[config.mk]
export PLATFORM = sky130hd
export DESIGN_NAME = bp_io_cmd_arbiter_flat
export DESIGN_NICKNAME = d
export VERILOG_FILES = /design/src/rtl/bp_me_pkg.sv /design/src/rtl/bp_io_cmd_arbiter_if.sv /design/src/rtl/bsg_fifo_1r1w_small.sv /design/src/rtl/bp_io_cmd_arbiter.sv /design/src/flat_wrapper.sv
export SDC_FILE = /design/constraint.sdc
export NUM_CORES = 1
export LEC_CHECK = 0
export BUFFER_PORTS_ARGS = -buffer_cell sky130_fd_sc_hd__buf_2
export CORE_AREA = 2 2 154 156
export CTS_BUF_LIST = sky130_fd_sc_hd__clkbuf_16
export DETAILED_ROUTE_END_ITERATION = 8
export DIE_AREA = 0 0 156 158
export PLACE_DENSITY = 0.52
export SLEW_MARGIN = 30
export SYNTH_ARGS = -nofsm -noshare
export SYNTH_HDL_FRONTEND = slang
export SYNTH_HIERARCHICAL = 1
export SYNTH_SLANG_ARGS = --single-unit
[constraint.sdc]
create_clock -name clk_i -period 7.1 [get_ports clk_i]
set_input_delay 1.065 -clock clk_i [delete_from_list [all_inputs] [get_ports clk_i]]
set_output_delay 1.065 -clock clk_i [all_outputs]
set_load 0.005 [all_outputs]
[src/rtl/bp_me_pkg.sv]
`default_nettype none
// ============================================================================
// Module   : bp_me_pkg
// Purpose  : Shared types and sizing helpers for the io command arbiter.
// Revision : 1.0
// ============================================================================
package bp_me_pkg;

    localparam int cce_mem_msg_width_lp = 64;

    typedef enum logic [1:0] {
        e_arb_run   = 2'd0,
        e_arb_drain = 2'd1,
        e_arb_idle  = 2'd2
    } bp_io_arb_state_e;

    // Index width that stays at least one bit even for a single entry
    function automatic int bsg_safe_clog2(input int x);
        return (x <= 1) ? 1 : $clog2(x);
    endfunction

    function automatic int bsg_width(input int x);
        return $clog2(x + 1);
    endfunction

endpackage
`default_nettype wire

[src/rtl/bp_io_cmd_arbiter_if.sv]
`default_nettype none
// ============================================================================
// Module   : bp_io_cmd_arbiter_if
// Purpose  : Requester-side and shared io-side buses of the command arbiter.
// Revision : 1.0
// ============================================================================
interface bp_io_cmd_arbiter_if
    import bp_me_pkg::*;
#(
    parameter int num_req_p   = 2,
    parameter int msg_width_p = cce_mem_msg_width_lp
);
    logic [num_req_p*msg_width_p-1:0] req_cmd_i;
    logic [num_req_p-1:0]             req_cmd_v_i;
    logic [num_req_p-1:0]             req_cmd_yumi_o;
    logic [num_req_p*msg_width_p-1:0] req_resp_o;
    logic [num_req_p-1:0]             req_resp_v_o;
    logic [num_req_p-1:0]             req_resp_ready_i;
    logic [msg_width_p-1:0]           io_cmd_o;
    logic                             io_cmd_v_o;
    logic                             io_cmd_yumi_i;
    logic [msg_width_p-1:0]           io_resp_i;
    logic                             io_resp_v_i;
    logic                             io_resp_ready_o;
    logic                             drain_i;
    logic                             idle_o;

    modport master (
        output req_cmd_i, req_cmd_v_i, req_resp_ready_i,
               io_cmd_yumi_i, io_resp_i, io_resp_v_i, drain_i,
        input  req_cmd_yumi_o, req_resp_o, req_resp_v_o,
               io_cmd_o, io_cmd_v_o, io_resp_ready_o, idle_o
    );

    modport slave (
        input  req_cmd_i, req_cmd_v_i, req_resp_ready_i,
               io_cmd_yumi_i, io_resp_i, io_resp_v_i, drain_i,
        output req_cmd_yumi_o, req_resp_o, req_resp_v_o,
               io_cmd_o, io_cmd_v_o, io_resp_ready_o, idle_o
    );
endinterface
`default_nettype wire

[src/rtl/bsg_fifo_1r1w_small.sv]
`default_nettype none
// ============================================================================
// Module   : bsg_fifo_1r1w_small
// Purpose  : Small circular FIFO, one write and one read port, valid/yumi out.
// Revision : 1.0
// ============================================================================
module bsg_fifo_1r1w_small #(
    parameter int width_p = 1,
    parameter int els_p   = 2
) (
    input  wire logic               clk_i,
    input  wire logic               reset_i,
    input  wire logic               v_i,
    input  wire logic [width_p-1:0] data_i,
    output logic                    ready_o,
    output logic                    v_o,
    output logic [width_p-1:0]      data_o,
    input  wire logic               yumi_i
);
    localparam int c_ptr_w = $clog2(els_p);

    // Pointers carry one extra wrap bit to tell full from empty
    logic [c_ptr_w:0]     r_wptr;
    logic [c_ptr_w:0]     r_rptr;
    logic [width_p-1:0]   r_mem [els_p];
    logic                 w_empty;
    logic                 w_full;
    logic                 w_push;
    logic                 w_pop;

    assign w_empty = (r_wptr == r_rptr);
    assign w_full  = (r_wptr[c_ptr_w] != r_rptr[c_ptr_w]) &&
                     (r_wptr[c_ptr_w-1:0] == r_rptr[c_ptr_w-1:0]);
    assign w_push  = v_i & ~w_full;
    assign w_pop   = yumi_i & ~w_empty;

    assign ready_o = ~w_full;
    assign v_o     = ~w_empty;
    assign data_o  = r_mem[r_rptr[c_ptr_w-1:0]];

    always_ff @(posedge clk_i or posedge reset_i) begin
        if (reset_i) begin
            r_wptr <= '0;
            r_rptr <= '0;
        end else begin
            if (w_push) r_wptr <= r_wptr + 1'b1;
            if (w_pop)  r_rptr <= r_rptr + 1'b1;
        end
    end

    always_ff @(posedge clk_i) begin
        if (w_push) r_mem[r_wptr[c_ptr_w-1:0]] <= data_i;
    end
endmodule
`default_nettype wire

[src/rtl/bp_io_cmd_arbiter.sv]
`default_nettype none
// ============================================================================
// Module   : bp_io_cmd_arbiter
// Purpose  : Round-robin merge of requester commands onto one credited io
//            channel, with in-order response routing back by requester ID.
// Revision : 1.0
// ============================================================================
module bp_io_cmd_arbiter
    import bp_me_pkg::*;
#(
    parameter int num_req_p     = 2,
    parameter int max_credits_p = 16,
    parameter int msg_width_p   = cce_mem_msg_width_lp
) (
    input  wire logic            clk_i,
    input  wire logic            reset_i,
    bp_io_cmd_arbiter_if.slave   io
);
    localparam int c_id_w  = bsg_safe_clog2(num_req_p);
    localparam int c_cnt_w = bsg_width(max_credits_p);
    localparam logic [c_cnt_w-1:0] c_max_cnt = c_cnt_w'(max_credits_p);

    typedef logic [c_id_w-1:0] id_t;

    bp_io_arb_state_e      r_state;
    bp_io_arb_state_e      w_state_nxt;
    logic [c_cnt_w-1:0]    r_count;
    logic [c_cnt_w-1:0]    w_count_nxt;
    id_t                   r_rr_ptr;
    logic                  r_lock_v;
    id_t                   r_lock_id;
    logic                  error_r;

    logic [msg_width_p-1:0] w_cmd_arr [num_req_p];
    id_t                   w_rr_sel;
    id_t                   w_sel;
    logic                  w_cmd_v;
    logic                  w_issue;
    logic                  w_retire;
    logic                  w_resp_ready;
    logic                  w_fifo_ready;
    logic                  w_fifo_v;
    id_t                   w_head;

    function automatic id_t f_wrap(input id_t base, input int off);
        int s;
        s = int'(base) + off;
        if (s >= num_req_p) s = s - num_req_p;
        return id_t'(s);
    endfunction

    for (genvar g = 0; g < num_req_p; g++) begin : g_unpack
        assign w_cmd_arr[g] = io.req_cmd_i[g*msg_width_p +: msg_width_p];
    end

    // Scan from the far end so the requester closest to the pointer wins
    always_comb begin
        w_rr_sel = r_rr_ptr;
        for (int i = num_req_p - 1; i >= 0; i--) begin
            if (io.req_cmd_v_i[f_wrap(r_rr_ptr, i)]) w_rr_sel = f_wrap(r_rr_ptr, i);
        end
    end

    // An offered but unaccepted command keeps its requester until yumi
    assign w_sel    = (r_lock_v && io.req_cmd_v_i[r_lock_id]) ? r_lock_id : w_rr_sel;
    assign w_cmd_v  = ~reset_i && (r_state == e_arb_run) && (|io.req_cmd_v_i) &&
                      (r_count < c_max_cnt) && w_fifo_ready;
    assign w_issue  = w_cmd_v & io.io_cmd_yumi_i;

    assign io.io_cmd_v_o = w_cmd_v;
    assign io.io_cmd_o   = w_cmd_arr[w_sel];

    always_comb begin
        io.req_cmd_yumi_o = '0;
        io.req_resp_v_o   = '0;
        for (int i = 0; i < num_req_p; i++) begin
            io.req_cmd_yumi_o[i] = w_issue && (w_sel == id_t'(i));
            io.req_resp_v_o[i]   = w_fifo_v && io.io_resp_v_i && (w_head == id_t'(i));
        end
    end

    assign w_resp_ready       = w_fifo_v & io.req_resp_ready_i[w_head];
    assign w_retire           = io.io_resp_v_i & w_resp_ready;
    assign io.io_resp_ready_o = w_resp_ready;
    assign io.req_resp_o      = {num_req_p{io.io_resp_i}};
    assign io.idle_o          = (r_state == e_arb_idle);

    bsg_fifo_1r1w_small #(
        .width_p (c_id_w),
        .els_p   (max_credits_p)
    ) u_tag_fifo (
        .clk_i   (clk_i),
        .reset_i (reset_i),
        .v_i     (w_issue),
        .data_i  (w_sel),
        .ready_o (w_fifo_ready),
        .v_o     (w_fifo_v),
        .data_o  (w_head),
        .yumi_i  (w_retire)
    );

    always_comb begin
        w_count_nxt = r_count;
        if (w_issue && !w_retire)      w_count_nxt = r_count + 1'b1;
        else if (!w_issue && w_retire) w_count_nxt = r_count - 1'b1;
    end

    // Idle is declared as soon as the last outstanding response retires
    always_comb begin
        w_state_nxt = r_state;
        case (r_state)
            e_arb_run:   if (io.drain_i) w_state_nxt = e_arb_drain;
            e_arb_drain: begin
                if (!io.drain_i)               w_state_nxt = e_arb_run;
                else if (w_count_nxt == '0)    w_state_nxt = e_arb_idle;
            end
            e_arb_idle:  if (!io.drain_i) w_state_nxt = e_arb_run;
            default:     w_state_nxt = e_arb_run;
        endcase
    end

    always_ff @(posedge clk_i or posedge reset_i) begin
        if (reset_i) begin
            r_state   <= e_arb_run;
            r_count   <= '0;
            r_rr_ptr  <= '0;
            r_lock_v  <= 1'b0;
            r_lock_id <= '0;
            error_r   <= 1'b0;
        end else begin
            r_state   <= w_state_nxt;
            r_count   <= w_count_nxt;
            r_lock_v  <= w_cmd_v & ~io.io_cmd_yumi_i;
            r_lock_id <= w_sel;
            if (w_issue) r_rr_ptr <= f_wrap(w_sel, 1);
            if (io.io_resp_v_i && !w_fifo_v) error_r <= 1'b1;
        end
    end
endmodule
`default_nettype wire

[src/flat_wrapper.sv]
// flat-port wrapper written by rule: the top's interface ports become plain ports
module bp_io_cmd_arbiter_flat import bp_me_pkg::*;
#(
    parameter int num_req_p     = 2,
    parameter int max_credits_p = 16,
    parameter int msg_width_p   = cce_mem_msg_width_lp
)
  (clk_i, reset_i, io_req_cmd_i, io_req_cmd_v_i, io_req_resp_ready_i, io_io_cmd_yumi_i, io_io_resp_i, io_io_resp_v_i, io_drain_i, io_req_cmd_yumi_o, io_req_resp_o, io_req_resp_v_o, io_io_cmd_o, io_io_cmd_v_o, io_io_resp_ready_o, io_idle_o);
  bp_io_cmd_arbiter_if #(.num_req_p(num_req_p), .msg_width_p(msg_width_p)) io_i ();
  input  wire logic clk_i;
  input  wire logic reset_i;
  input wire logic [$bits(io_i.req_cmd_i)-1:0] io_req_cmd_i;
  input wire logic [$bits(io_i.req_cmd_v_i)-1:0] io_req_cmd_v_i;
  input wire logic [$bits(io_i.req_resp_ready_i)-1:0] io_req_resp_ready_i;
  input wire logic [$bits(io_i.io_cmd_yumi_i)-1:0] io_io_cmd_yumi_i;
  input wire logic [$bits(io_i.io_resp_i)-1:0] io_io_resp_i;
  input wire logic [$bits(io_i.io_resp_v_i)-1:0] io_io_resp_v_i;
  input wire logic [$bits(io_i.drain_i)-1:0] io_drain_i;
  output wire logic [$bits(io_i.req_cmd_yumi_o)-1:0] io_req_cmd_yumi_o;
  output wire logic [$bits(io_i.req_resp_o)-1:0] io_req_resp_o;
  output wire logic [$bits(io_i.req_resp_v_o)-1:0] io_req_resp_v_o;
  output wire logic [$bits(io_i.io_cmd_o)-1:0] io_io_cmd_o;
  output wire logic [$bits(io_i.io_cmd_v_o)-1:0] io_io_cmd_v_o;
  output wire logic [$bits(io_i.io_resp_ready_o)-1:0] io_io_resp_ready_o;
  output wire logic [$bits(io_i.idle_o)-1:0] io_idle_o;
  assign io_i.req_cmd_i = io_req_cmd_i;
  assign io_i.req_cmd_v_i = io_req_cmd_v_i;
  assign io_i.req_resp_ready_i = io_req_resp_ready_i;
  assign io_i.io_cmd_yumi_i = io_io_cmd_yumi_i;
  assign io_i.io_resp_i = io_io_resp_i;
  assign io_i.io_resp_v_i = io_io_resp_v_i;
  assign io_i.drain_i = io_drain_i;
  assign io_req_cmd_yumi_o = io_i.req_cmd_yumi_o;
  assign io_req_resp_o = io_i.req_resp_o;
  assign io_req_resp_v_o = io_i.req_resp_v_o;
  assign io_io_cmd_o = io_i.io_cmd_o;
  assign io_io_cmd_v_o = io_i.io_cmd_v_o;
  assign io_io_resp_ready_o = io_i.io_resp_ready_o;
  assign io_idle_o = io_i.idle_o;
  bp_io_cmd_arbiter #(.num_req_p(num_req_p), .max_credits_p(max_credits_p), .msg_width_p(msg_width_p)) u_core (.clk_i(clk_i), .reset_i(reset_i), .io(io_i));
endmodule
==> qor.csv <==
metric;value;unit
min_path_type;reg -> reg;
drive_above_1_share;42.7;%
ys.flop_type;dfrtp_1;
grt-ovfl-total;0;
synth.top_cell.area_share;25.3;%
synth.top_cells.by_area;buf_4 25%, nand2_1 19%, dfrtp_1 13%;
hold_viol;0;
crit_path_cell_trace;mux4_1 > o22ai_1 > a21oi_1 > mux2i_2 > and2b_2 > buf_2;
clkSlewWorstSetupHoldPaths;60;ps
grt_max_degree;83;
gp_congestion;0.923;
p_leak;2.38;nW
p_int;0.726;mW
skew;6.22;ps
slowest_delay;700;ps
start_util;16.7;%
power_switching;0.571;mW
fp.dieH;158;um
worstSetupPathType;reg -> out;
clock-sinks;36;
synth_top_area_cell;buf_4;
p_seq_share;28.1;%
drc_errors;0;
critPathSlowestCell;dfrtp_1;
drtAntennaViolNets;0;
arrival;2700;ps
end_kind;output pin;
placed_area;4220;um2
die_w;156;um
cts_buffer_depth;2;
wl_met1;5400;um
yosysUniqueCellTypes;57;
viasPerCell;3.93;
synthCells;509;
synth_seq_cells;36;
fin_area;4360;um2
synth_top_family_by_area;simple AND/OR/NAND/NOR gates;
final_common_cell;buf_2;
start_kind;flip-flop;
worst_pin_slew;860;ps
layout_common_cells;207 x buf_2, 200 x nand2_1, 20 x dfrtp_1;
drv_slew;0;
dr_total_vias;3418;
post_cts_buffers;0;
numCtsBuffers;5;
io_buffers;207;
fin_crit;3770;ps
placement_rows;56;
synth_edf_count;16;
timing.max_cap.violations;0;
cts.repair.resized;0;
clkPwrFrac;16.2;%
cpLargestDelayFamily;multiplexers;
dr_wl_met2;8330;um
async_flop_share;55.6;%
relSlewSlack;42.7;%
ioPinCount;400;
grt_usage;12.2;%
die_area;24600;um2
synth_area;3860;um2
diodes;0;
setup_tns;0;ps
wl_met3;1940;um
required;6030;ps
syn_to_final_growth;13.0;%
setup_viol;0;
syn-num-nets;717;
ir_drop;0.000156;V
cts_tree;done;
wl;16300;um
p_comb_share;55.7;%
antenna_found_initial;3;
first_iter_violations;183;
first_pass_iters;6;
yosysSeqAreaShare;25.4;%
layout.nets;786;
dp_hpwl;13900;um
fmax;266;MHz
top_layer_used;met4;
hp-start;u_core/u_tag_fifo/r_rptr[4];
synth-simple-area-share;29.9;%
hold_buffers;0;
routedWlPerCell;18.7;um
multi_input_area;1790;um2
startpoint;u_core/u_tag_fifo/r_rptr[0];
cellPowerDensity;297;nW/um2
synth-compound-area-share;5.45;%
crit_path_max_fanout;10;
n_fill_cell;2636;
synth.mux.area_fraction;3.99;%
first_global_vias;3061;
synthAdderAreaFrac;2.27;%
htreeDepth;2;
core-area;23100;um2
rsz0062_at_grt;false;
synth_xor_area_share;4.44;%
clock_latency;280;ps
clockRootBuffer;clkbuf_16;
r2r-start;u_core/u_tag_fifo/r_rptr[0];
register_area;981;um2
crit_buf_inv;1;
outcome;completed;
yosys_warnings;6;
switching_share;44.0;%
synth_area_per_cell;7.58;um2
grt_pass1_wl;21200;um
fin_crit_sh;53.0;%
-- path summary, 6_finish.rpt --
check                                                   end  slack [ps]  cells past startpoint
worst max-delay path                     io_io_resp_ready_o        3330                      6
worst min-delay path            u_core/u_tag_fifo/r_rptr[4]         540                      1
worst max register to register            u_core/r_state[0]        3700                      9
worst min register to register  u_core/u_tag_fifo/r_rptr[4]         540                      1
max in group asynchronous                 u_core/r_count[1]        5970                      2
min in group asynchronous       u_core/u_tag_fifo/r_rptr[4]         830                      2
-- flip-flops by register name, summed over array words and instances (netlist names) --
register and cells:
u_core/r_lock_v 1, u_core/r_rr_ptr 1, u_core/u_tag_fifo/r_wptr 5, u_core/r_lock_id 1
u_core/u_tag_fifo/r_rptr 5, u_core/r_state 2, u_core/r_count 5, u_core/u_tag_fifo/r_mem 16
-- synthesized netlist by cell type, drive strengths merged, types with 2 or more instances --
master and number:
mux2i 6, xnor2 13, or4 3, clkbuf 14, nand2 200, mux4 2
and2b 4, nor2b 3, xor2 4, dfrtp 20, a21oi 5, nor2 13
o221ai 2, nand3 5, inv 10, nand2b 2, and4 3, edfxtp 16
buf 133, o31ai 3, ha 7, and3 15, nor3 4, o211ai 4
o21ai 2, mux2 3
-- power groups by stage --
stage               Sequential, mW  Clock [mW]  Combinational, mW
floorplan                    0.320           0              0.577
global placement             0.369           0              0.723
detailed placement           0.370           0              0.727
CTS                          0.366       0.215              0.731
global route                 0.375       0.226              0.813
finish                       0.364       0.210              0.723
-- metal layers --
layer  up-vias  global-route usage (%)
li1       1634                       -
met5         -                       0
met3        19                    6.24
met2       280                    21.7
met4         0                    5.02
met1      1485                    12.2
-- stage by stage --
stage	instances	util (%)	worst slack [ps]	power [mW]	hold WS [ps]
3_5_place_dp	861	18.3	3400	1.10	530
2_1_floorplan	509	-	3920	0.897	482
5_1_grt	869	18.9	3220	1.41	549
6_report	869	18.9	3330	1.30	535
3_3_place_gp	861	18.3	3440	1.09	513
4_1_cts	869	18.9	3320	1.31	538
-- worst register-to-register path: cells and delay by family (launching register included) --
family          cells  cell delay (ps)
simple gates        3              910
mux                 2              900
compound gates      4              770
flops               1              700
-- cell families (layout without fill, tap and decap cells) --
family                   after synthesis  count (layout)
flip-flops                            36              36
AND/OR/NAND/NOR                      257             257
multiplexers                          11              11
AO/OA/AOI/OAI                         24              24
XOR/XNOR                              17              17
adder cells (fa/ha/maj)                7               7
buffers and inverters                157             227
-- final cells by class --
class,count,share of cell area [%]
repair buffers,209,24.1
clock inverters,3,0.344
well taps,290,8.32
clock buffers,5,2.87
inverters,10,0.861
multi-input cells,316,41.0
flip-flops and latches,36,22.5
Power figures use the tool's default switching activity.
